[config.mk]
export PLATFORM = sky130hd
export DESIGN_NAME = dlfloat_operand_loader
export DESIGN_NICKNAME = d
export VERILOG_FILES = /design/src/rtl/dlfloat_operand_loader.sv
export SDC_FILE = /design/constraint.sdc
export NUM_CORES = 1
export LEC_CHECK = 0
export BUFFER_PORTS_ARGS = -buffer_cell sky130_fd_sc_hd__buf_2
export CORE_MARGIN = 1.5
export CORE_UTILIZATION = 35
export DETAILED_ROUTE_END_ITERATION = 10
export GPL_TIMING_DRIVEN = 0
export RECOVER_POWER = 100
export REMOVE_ABC_BUFFERS = 1
export SLEW_MARGIN = 20
export SYNTH_ARGS = -nofsm -noshare
export SYNTH_HDL_FRONTEND = slang
export SYNTH_SLANG_ARGS = --single-unit
[constraint.sdc]
create_clock -name clk -period 1.9 [get_ports clk]
set_input_delay 0.19 -clock clk [delete_from_list [all_inputs] [get_ports clk]]
set_output_delay 0.19 -clock clk [all_outputs]
set_load 0.03 [all_outputs]
[src/rtl/dlfloat_operand_loader.sv]
`default_nettype none
// ============================================================================
// dlfloat_operand_loader: pairs DLFloat16 words into sanitised A/B operands
// and queues them in a small FIFO for the MAC.
// Rev 1.0
// ============================================================================
module dlfloat_operand_loader #(
  parameter int DEPTH = 2
) (
  input  logic        clk,
  input  logic        rst,
  input  logic        in_valid,
  input  logic [15:0] in_word,
  output logic        in_ready,
  input  logic        flush,
  output logic        op_valid,
  input  logic        op_ready,
  output logic [15:0] op_a,
  output logic [15:0] op_b,
  output logic [3:0]  op_flags,
  output logic [7:0]  pair_count
);

  localparam int PTR_W = $clog2(DEPTH);
  localparam int CNT_W = $clog2(DEPTH + 1);
  localparam logic [CNT_W-1:0] FULL_COUNT = CNT_W'(DEPTH);

  typedef enum logic [0:0] {
    WAIT_A = 1'b0,
    WAIT_B = 1'b1
  } state_t;

  state_t             state_q, state_d;
  logic [15:0]        a_q, a_d;
  logic [1:0]         a_flags_q, a_flags_d;
  logic [35:0]        mem_q [DEPTH];
  logic [35:0]        mem_d [DEPTH];
  logic [PTR_W-1:0]   wr_ptr_q, wr_ptr_d;
  logic [PTR_W-1:0]   rd_ptr_q, rd_ptr_d;
  logic [CNT_W-1:0]   count_q, count_d;
  logic [7:0]         pair_count_q, pair_count_d;

  logic [17:0]        w_san;
  logic               w_full;
  logic               w_accept;
  logic               w_push;
  logic               w_pop;

  // Returns {word, zero_flag, special_flag}; subnormals flush to signed zero.
  function automatic logic [17:0] sanitise(input logic [15:0] w);
    case (w[14:9])
      6'd0:    return {w[15], 15'h0000, 2'b10};
      6'd63:   return {w[15], 15'h7FFF, 2'b01};
      default: return {w, 2'b00};
    endcase
  endfunction

  always_comb begin
    state_d      = state_q;
    a_d          = a_q;
    a_flags_d    = a_flags_q;
    mem_d        = mem_q;
    wr_ptr_d     = wr_ptr_q;
    rd_ptr_d     = rd_ptr_q;
    count_d      = count_q;
    pair_count_d = pair_count_q;
    w_push       = 1'b0;

    w_san    = sanitise(in_word);
    w_full   = (count_q == FULL_COUNT);
    in_ready = !((state_q == WAIT_B) && w_full);
    op_valid = (count_q != '0);
    w_accept = in_valid && in_ready;
    w_pop    = op_valid && op_ready;

    // A flush coinciding with an accepted word restarts the pair with that word.
    if (w_accept) begin
      if ((state_q == WAIT_A) || flush) begin
        a_d       = w_san[17:2];
        a_flags_d = w_san[1:0];
        state_d   = WAIT_B;
      end else begin
        w_push  = 1'b1;
        state_d = WAIT_A;
      end
    end else if (flush) begin
      state_d = WAIT_A;
    end

    if (w_push) begin
      mem_d[wr_ptr_q] = {a_q, w_san[17:2], a_flags_q, w_san[1:0]};
      wr_ptr_d        = wr_ptr_q + 1'b1;
    end

    if (w_pop) begin
      rd_ptr_d     = rd_ptr_q + 1'b1;
      pair_count_d = pair_count_q + 8'd1;
    end

    case ({w_push, w_pop})
      2'b10:   count_d = count_q + 1'b1;
      2'b01:   count_d = count_q - 1'b1;
      default: count_d = count_q;
    endcase
  end

  always_ff @(posedge clk) begin
    if (rst) begin
      state_q      <= WAIT_A;
      a_q          <= '0;
      a_flags_q    <= '0;
      mem_q        <= '{default: '0};
      wr_ptr_q     <= '0;
      rd_ptr_q     <= '0;
      count_q      <= '0;
      pair_count_q <= '0;
    end else begin
      state_q      <= state_d;
      a_q          <= a_d;
      a_flags_q    <= a_flags_d;
      mem_q        <= mem_d;
      wr_ptr_q     <= wr_ptr_d;
      rd_ptr_q     <= rd_ptr_d;
      count_q      <= count_d;
      pair_count_q <= pair_count_d;
    end
  end

  assign op_a       = mem_q[rd_ptr_q][35:20];
  assign op_b       = mem_q[rd_ptr_q][19:4];
  assign op_flags   = mem_q[rd_ptr_q][3:0];
  assign pair_count = pair_count_q;

endmodule
`default_nettype wire

# == After elaboration in Yosys (flattened, before gate mapping) ==
# Index checks and enable logic that the tools add are counted.
# op_classes
addsub,5
order_cmp,3
eq_ne,4
muxes,13
bitwise,3
n_reduce_logical,11
# op_table
operator,n
2-to-1 mux 36 bit,4
bitwise mux 72 bit,1
demux 36 bit (select 1 bit),1
case mux 17 bit (2 select lines),1
adder 8 x 1 -> 8 bit (second input constant),1
equality test 6 bit (second input constant),1
logical NOT 6 bit,1
nonzero test 2 bit,3
2-to-1 mux 1 bit,5
equality test 2 bit (second input constant),2
>= comparator 2 bit (second input constant),2
logical AND 1 bit,4
inverter 1 -> 2 bit,2
case mux 2 bit (2 select lines),1
adder 1 bit (second input constant),2
adder 2 x 1 -> 2 bit (second input constant),1
equality test 2 x 1 -> 1 bit (second input constant),1
less-than comparator 2 x 1 -> 1 bit (second input constant),1
AND reduction 2 bit,1
subtractor 2 x 1 -> 2 bit (second input constant),1
logical NOT 1 bit,1
logical OR 1 bit,1
inverter 1 bit,1
# totals
regBits,103
input_bits,21
out_inout_bits,46
word_cells,48

# == Logic depth before layout (Yosys ltp) ==
# Gate-level depths: netlist (run 1).
# logic_depth
word_depth,7
mapped_depth,7
mapped_depth_nobuf,6

# == Least setup slack after synthesis (run 1) ==
# OpenSTA, ideal clock, no wires.
# synth_timing
path_kind,reg-to-reg
start,register count_q[0]
end,register count_q[1]
setup_time_ps,70
arrival_time_ps,1673
required_ps,1830
path_slack_ps,157
stages_incl_launch_ff,6
n_path_buf,0
period_less_slack_ps,1743
path_cell_list,dfxtp_1 > o21ai_1 > clkinv_1 > ha_1 > or3_1 > a21oi_1
# synth_between
word_cells_on_any_way,13
classes_between,add/sub (2); eq/ne (3); mux (2); reduce/logical (6)
# synth_lines
element,line,rtl
start: declaration,40,"logic [CNT_W-1:0] count_q, count_d;"
start signal: assignment,124,count_q <= count_d;
nonzero test 2 bit *,72,op_valid = (count_q != '0);
logical AND 1 bit *,74,w_pop = op_valid && op_ready;
via w_pop,47,logic w_pop;
equality test 2 x 1 -> 1 bit or equality test 2 bit (tied branches),100,"case ({w_push, w_pop})"
case mux 2 bit (2 select lines) or nonzero test 2 bit (tied branches),-,
# The timed path passes the listed nets; every way through them passes the cells marked *.
# A chain may end at the register's enable or synchronous reset.

# == Worst setup path after layout (run 1) ==
# layout_timing
start,register rd_ptr_q
end,output op_flags[1]
# layout_between
elab_chain_len,4
# layout_lines
element,line,rtl
start: declaration,39,"logic [PTR_W-1:0] rd_ptr_q, rd_ptr_d;"
start signal: assignment,123,rd_ptr_q <= rd_ptr_d;
inverter 1 -> 2 bit (implied by the code),131,assign op_flags = mem_q[rd_ptr_q][3:0];
2-to-1 mux 36 bit (implied by the code) (3 in a row),131,
end: declaration,20,"output logic [3:0] op_flags,"
# Every way passes these cells. The select of a mux whose other input is x is not followed.

==> flow_summary_export.csv, run 1 <==
group,metric,value,unit
drt,vias,3566,
final_layout,diodes,0,
worst_setup_path,worst-setup-path-type,"reg2out",
timing,hold_viol,0,
yosys,async_flop_share,0,
worst_setup_path,crit_required,1.71,ns
drt,drc_errors,3,
status,outcome,"finished with violations",
clocking,cts_tree,"built",
timing,skew,0.00661,ns
timing,setup_viol,0,
floorplanning,core_area,11500,µm²
clocking,clk_pin_slew_worst_paths,0.07,ns
placed_design,place_congestion,0.707,
grt,gr-usage-all-layers,0.172,
drt,wl_per_cell,15.3,µm
final_layout,fin_cells,702,
worst_setup_path,critPathMaxFanout,21,
power_and_ir_drop,powerDensity,900,nW/µm²
timing,fin_setup_tns,0,ns
timing,fmax,552,MHz
clocking,cts-root-buf,"clkbuf_16",
status,violations,"DRC",
yosys,ys_seq_elements,103,
worst_setup_path,slowest_stage,"dfxtp_4",
placed_design,dp_hpwl,6430,µm
floorplanning,io-pin-count,67,
timing,slew_viol_final,0,
drt,wirelength,10700,µm
power_and_ir_drop,finalPower,4.54,mW
grt,antenna_found_initial,0,
power_and_ir_drop,power_leakage,1.83,nW
yosys,synth_edf_count,0,
drt,drtAntennaViolNets,0,
grt,grt_pass1_vias,3457,
floorplanning,start_util,0.361,
clocking,cts.sinks,103,
drt,via_per_inst,5.08,
worst_setup_path,crit_path_start_kind,"flip-flop",
drt,drtIter0Drc,182,
yosys,synth_cell_type_count,38,
timing,tightest_slew,0.779,ns
yosys,yosysWarnings,0,
yosys,seq_area_frac_synth,0.496,
floorplanning,die_area,12500,µm²
worst_setup_path,reg2reg_slack,0.11,ns
worst_setup_path,crit_chain,"buf_16, mux2_2, clkbuf_2",
placed_design,portBuffers,66,
worst_setup_path,cp-end-kind,"output pin",
clocking,htree_levels,3,
clocking,cts_made_buffers,9,
timing,fin_crit_sh,0.953,
timing,maxSlewHeadroom,0.479,
job,max_cap_violations,0,
clocking,clockBufferDepth,2,
final_layout,drive_gt1_frac,0.213,
yosys,synth_ff_type,"dfxtp_1",
clocking,cts_hold_repair.buffers,0,
timing,rsz0062_at_grt,"no",
grt,grt_overflow,0,
hold_path,hold_class,"in2reg",
grt,grt_pass1_wl,17100,µm
final_layout,final_common_cell,"nand2_1",
final_layout,finalNetCount,577,
worst_setup_path,cp_slowest_stage_delay,0.50,ns
final_layout,synthToLayoutAreaGrowth,21.2,%
drt,dr.pass1.iters,9,
floorplanning,die_w,112,µm
worst_setup_path,critPathArrivalTime,1.62,ns
floorplanning,die_y,112,µm
power_and_ir_drop,vdd_drop_max,0.395,mV
clocking,clk_latency,0.35,ns
grt,grt_max_degree,53,
timing,finalCriticalPeriod,1.81,ns
final_layout,layout_common_cells,"148 x nand2_1, 101 x dfxtp_1, 66 x a21oi_1",
floorplanning,fp-row-count,39,
yosys,syn_inst,497,
placed_design,dp_cells,680,
yosys,avgSynthCellArea,8.37,µm²
yosys,syn_area,4160,µm²
## registers in the layout, indices dropped and copies added, names as in the netlist
name	flops
mem_q	72
a_q	16
pair_count	8
a_flags_q	2
count_q	2
rd_ptr_q	1
state_q	1
wr_ptr_q	1
## cell usage after synthesis (2+ instances only)
cell      count  share of area
nand2_1     148           0.13
dfxtp_1     103           0.50
a21oi_1      66          0.079
nor2_1       32          0.029
mux2_2       27          0.073
clkbuf_1     21          0.019
a211oi_1     18          0.032
o21ai_0      12          0.014
inv_1        10         0.0090
a221oi_1      9          0.019
buf_2         7         0.0084
xnor2_1       5          0.011
nand4_1       4         0.0060
xor2_1        4         0.0084
buf_4         2         0.0036
ha_1          2         0.0060
mux2i_1       2         0.0048
nand3_1       2         0.0024
nor2b_1       2         0.0030
nor3_1        2         0.0024
or3_1         2         0.0030
## power by group
group          internal [mW]  switching [mW]  total, mW
sequential              2.22          0.0609       2.28
combinational          0.158           0.283      0.441
clock                   1.03           0.783       1.81
## final timing paths
check                            startpoint  depth (start not counted)           to
worst max register to register   count_q[0]                          5   count_q[1]
worst min-delay path            in_word[15]                          3      a_q[15]
worst max-delay path               rd_ptr_q                          3  op_flags[1]
worst min register to register     mem_q[2]                          2     mem_q[2]
## kinds of logic after synthesis
| kind of cell | synth area share |
|---|---|
| AND/OR/NAND/NOR | 0.207 |
| AO/OA/AOI/OAI | 0.150 |
| buffers and inverters | 0.0445 |
| XOR/XNOR | 0.0189 |
| adder cells (fa/ha/maj) | 0.00601 |
| flip-flops | 0.496 |
| multiplexers | 0.0779 |
## layer usage
| metal | part of all wire | track usage |
|---|---|---|
| met1 | 0.47 | 0.218 |
| met3 | 0.062 | 0.0470 |
| met2 | 0.46 | 0.284 |
| met5 | 0 | 0 |
| met4 | 0.013 | 0.0582 |
## worst max-delay path, delay by kind of cell, from the launching register on
family / cells / cell delay (ns)
flip-flops: 1 / 0.50
multiplexers: 1 / 0.38
buffers and inverters: 2 / 0.40
## what timing repair did
| item | in CTS | in global routing |
|---|---|---|
| cloned | 2 | 1 |
| setup buffers | 0 | 3 |
| resized for setup | 15 | 3 |
| pin swaps | 2 | 3 |
| endpoints found under the hold margin | 0 | 0 |
| setup endpoints to repair | 80 | 48 |
## area by class of cell
type                            instances  area, µm²
Clock buffer                           14        284
Clock inverter                          2       12.5
Fill cell                            1144       6470
Inverter                               11       42.5
Multi-Input combinational cell        354       2020
Sequential cell                       103       2070
Tap cell                              143        179
Timing Repair Buffer                   75        440
## stage by stage
stage                     hold slack (ns)  setup WS [ns]  cell area, µm²   util
after floorplan                     0.259        -0.0188            4020      -
after global placement              0.438         -0.699            4530  0.393
after detailed placement            0.443         -0.627            4640  0.403
after CTS                          0.0991        0.00482            5020  0.436
after global routing                0.125         0.0366            5040  0.438
final                               0.106         0.0897            5040  0.438
Power figures use the tool's default switching activity.
==> inputs of run 2 (changes only) <==
--- a/config.mk
+++ b/config.mk
@@ -12,6 +12,7 @@
 export GPL_TIMING_DRIVEN = 0
 export RECOVER_POWER = 100
 export REMOVE_ABC_BUFFERS = 1
+export SETUP_SLACK_MARGIN = 0.4
 export SLEW_MARGIN = 20
 export SYNTH_ARGS = -nofsm -noshare
 export SYNTH_HDL_FRONTEND = slang
==> run 2 against run 1 <==
  * The run still ends with DRC left
  * Clock-buffer cell count is the same
  * Sequential share of layout area fell by 4.2 points
  * Sequential cell count stayed put
  * Non-clock buffer count increased by 35
  * Critical path depth increased by 1
  * Hold slack gained 0.022 ns
  * Highest routed layer unchanged
==> flow_summary_export.csv, run 2 (synthesis results as in run 1) <==
group,metric,value,unit
worst_setup_path,critPathArrivalTime,1.58,ns
timing,fin_ws,0.130,ns
placed_design,dp_hpwl,6430,µm
clocking,clockBufferDepth,2,
grt,grt_max_degree,53,
drt,wl_per_cell,16.4,µm
placed_design,place_congestion,0.707,
power_and_ir_drop,powerDensity,827,nW/µm²
grt,grt_pass1_wl,18300,µm
floorplanning,fp-row-count,39,
timing,tightest_slew,0.630,ns
grt,gr-usage-all-layers,0.183,
final_layout,synthToLayoutAreaGrowth,35.3,%
drt,via_per_inst,5.22,
drt,vias,3850,
grt,grt_overflow,0,
floorplanning,core_area,11500,µm²
final_layout,fin_area,5630,µm²
final_layout,top_register,"mem_q",
floorplanning,start_util,0.361,
power_and_ir_drop,switching_share,0.252,
power_and_ir_drop,comb_power_share,0.123,
worst_setup_path,cp-end-kind,"output pin",
worst_setup_path,crit_path_start_kind,"flip-flop",
timing,hold_viol,0,
grt,use_met1,0.226,
final_layout,largest_register_ffs,72,
timing,fin_hold_ws,0.128,ns
final_layout,final_common_cell,"nand2_1",
power_and_ir_drop,p_seq_frac,0.489,
timing,rsz0062_at_grt,"yes",
power_and_ir_drop,clkPwrFrac,0.388,
floorplanning,die_area,12500,µm²
grt,met2_usage,0.307,
placed_design,placed_area,4640,µm²
drt,drtAntennaViolNets,0,
status,violations,"DRC",
timing,slew_viol_final,0,
clocking,clk_latency,0.34,ns
grt,grt_pass1_vias,3660,
worst_setup_path,crit_required,1.71,ns
hold_path,hold_class,"in2reg",
placed_design,dp_cells,680,
final_layout,drive_gt1_frac,0.318,
grt,globalRouteMet3Util,0.0508,
power_and_ir_drop,power_leakage,2.08,nW
timing,fmax,565,MHz
timing,skew,0.00603,ns
final_layout,diodes,0,
worst_setup_path,worst-setup-path-type,"reg2out",
placed_design,portBuffers,66,
grt,antenna_found_initial,0,
final_layout,layout_common_cells,"127 x nand2_1, 99 x dfxtp_1, 55 x a21oi_1",
final_layout,finalNetCount,613,
final_layout,fin_cells,738,
worst_setup_path,critPathMaxFanout,13,
job,max_cap_violations,0,
timing,setup_viol,0,
power_and_ir_drop,p_int,3.48,mW
clocking,cts_made_buffers,9,
clocking,cts-root-buf,"clkbuf_16",
drt,dr.pass1.iters,9,
floorplanning,io-pin-count,67,
power_and_ir_drop,finalPower,4.66,mW
drt,wirelength,12100,µm
clocking,htree_levels,3,
clocking,cts_tree,"built",
timing,fin_crit_sh,0.932,
status,outcome,"finished with violations",
clocking,clk_pin_slew_worst_paths,0.07,ns
clocking,cts.sinks,103,
floorplanning,die_y,112,µm
drt,drc_errors,3,
grt,busiest_layer,"met2",
power_and_ir_drop,vdd_drop_max,0.407,mV
floorplanning,die_w,112,µm
placed_design,dpl_worst_slack,-0.627,ns
timing,finalCriticalPeriod,1.77,ns
final_layout,fill_cells,1110,
drt,drtIter0Drc,166,
power_and_ir_drop,netSwitchingPower,1.17,mW
timing,maxSlewHeadroom,0.580,
run 2: cell count changes in the layout (fill, tap and decap cells not counted), moves of 5 or more:
cell	delta
buf_4	+17
nand2_4	+17
clkbuf_1	+6
a21oi_2	+11
buf_6	+5
nand2_1	-21
a221oi_1	-5
a21oi_1	-11
run 2: area by class of cell:
cell class	count	area, µm²	area share
Timing Repair Buffer	110	767	0.136
Multi-Input combinational cell	355	2270	0.404
Sequential cell	103	2070	0.368
Clock inverter	2	12.5	0.00222
Clock buffer	14	284	0.0505
Inverter	11	42.5	0.00756
Tap cell	143	179	0.0318
run 2: worst max-delay path, cell delays in order, from the launching register on:
cell and delay, ns:
dfxtp_2 0.46, clkbuf_2 0.32, nand2_1 0.10, o21ai_0 0.12, clkbuf_4 0.25
run 2: per-stage QoR:
stage                     setup TNS (ns)   util
after floorplan                   -0.169      -
after global placement            -61.24  0.393
after detailed placement          -17.66  0.403
after CTS                              0  0.463
after global routing                   0  0.489
final                                  0  0.489
run 2: repair_timing:
| item | 4_1_cts | 5_1_grt |
|---|---|---|
| gates cloned | 3 | 3 |
| pin swaps | 9 | 48 |
| setup endpoints to repair | 134 | 106 |
| hold buffers | 0 | 0 |
| buffers inserted | 25 | 11 |
| gates resized for setup | 35 | 118 |
run 2: worst paths after layout:
| path | cells past startpoint | to | slack, ns | from |
|---|---|---|---|---|
| worst max-delay path | 4 | op_b[3] | 0.13 | rd_ptr_q |
| worst min-delay path | 3 | a_q[15] | 0.13 | in_word[15] |
| worst max register to register | 7 | mem_q[13] | 0.17 | count_q[0] |
| worst min register to register | 2 | mem_q[19] | 0.45 | mem_q[19] |
run 2: routing by layer:
layer | wire length (µm) | vias up | part of all wire
met3 | 765 | 16 | 0.063
met1 | 5120 | 1843 | 0.42
met4 | 205 | 0 | 0.017
met2 | 6010 | 114 | 0.50
met5 | 0 | - | 0
li1 | - | 1877 | -
run 2: power groups by stage:
stage	logic, mW	registers, mW	clock network [mW]
2_1_floorplan	0.227	2.33	0
3_3_place_gp	0.360	2.34	0
3_5_place_dp	0.407	2.33	0
4_1_cts	0.510	2.27	1.85
5_1_grt	0.611	2.28	1.94
6_report	0.572	2.28	1.81
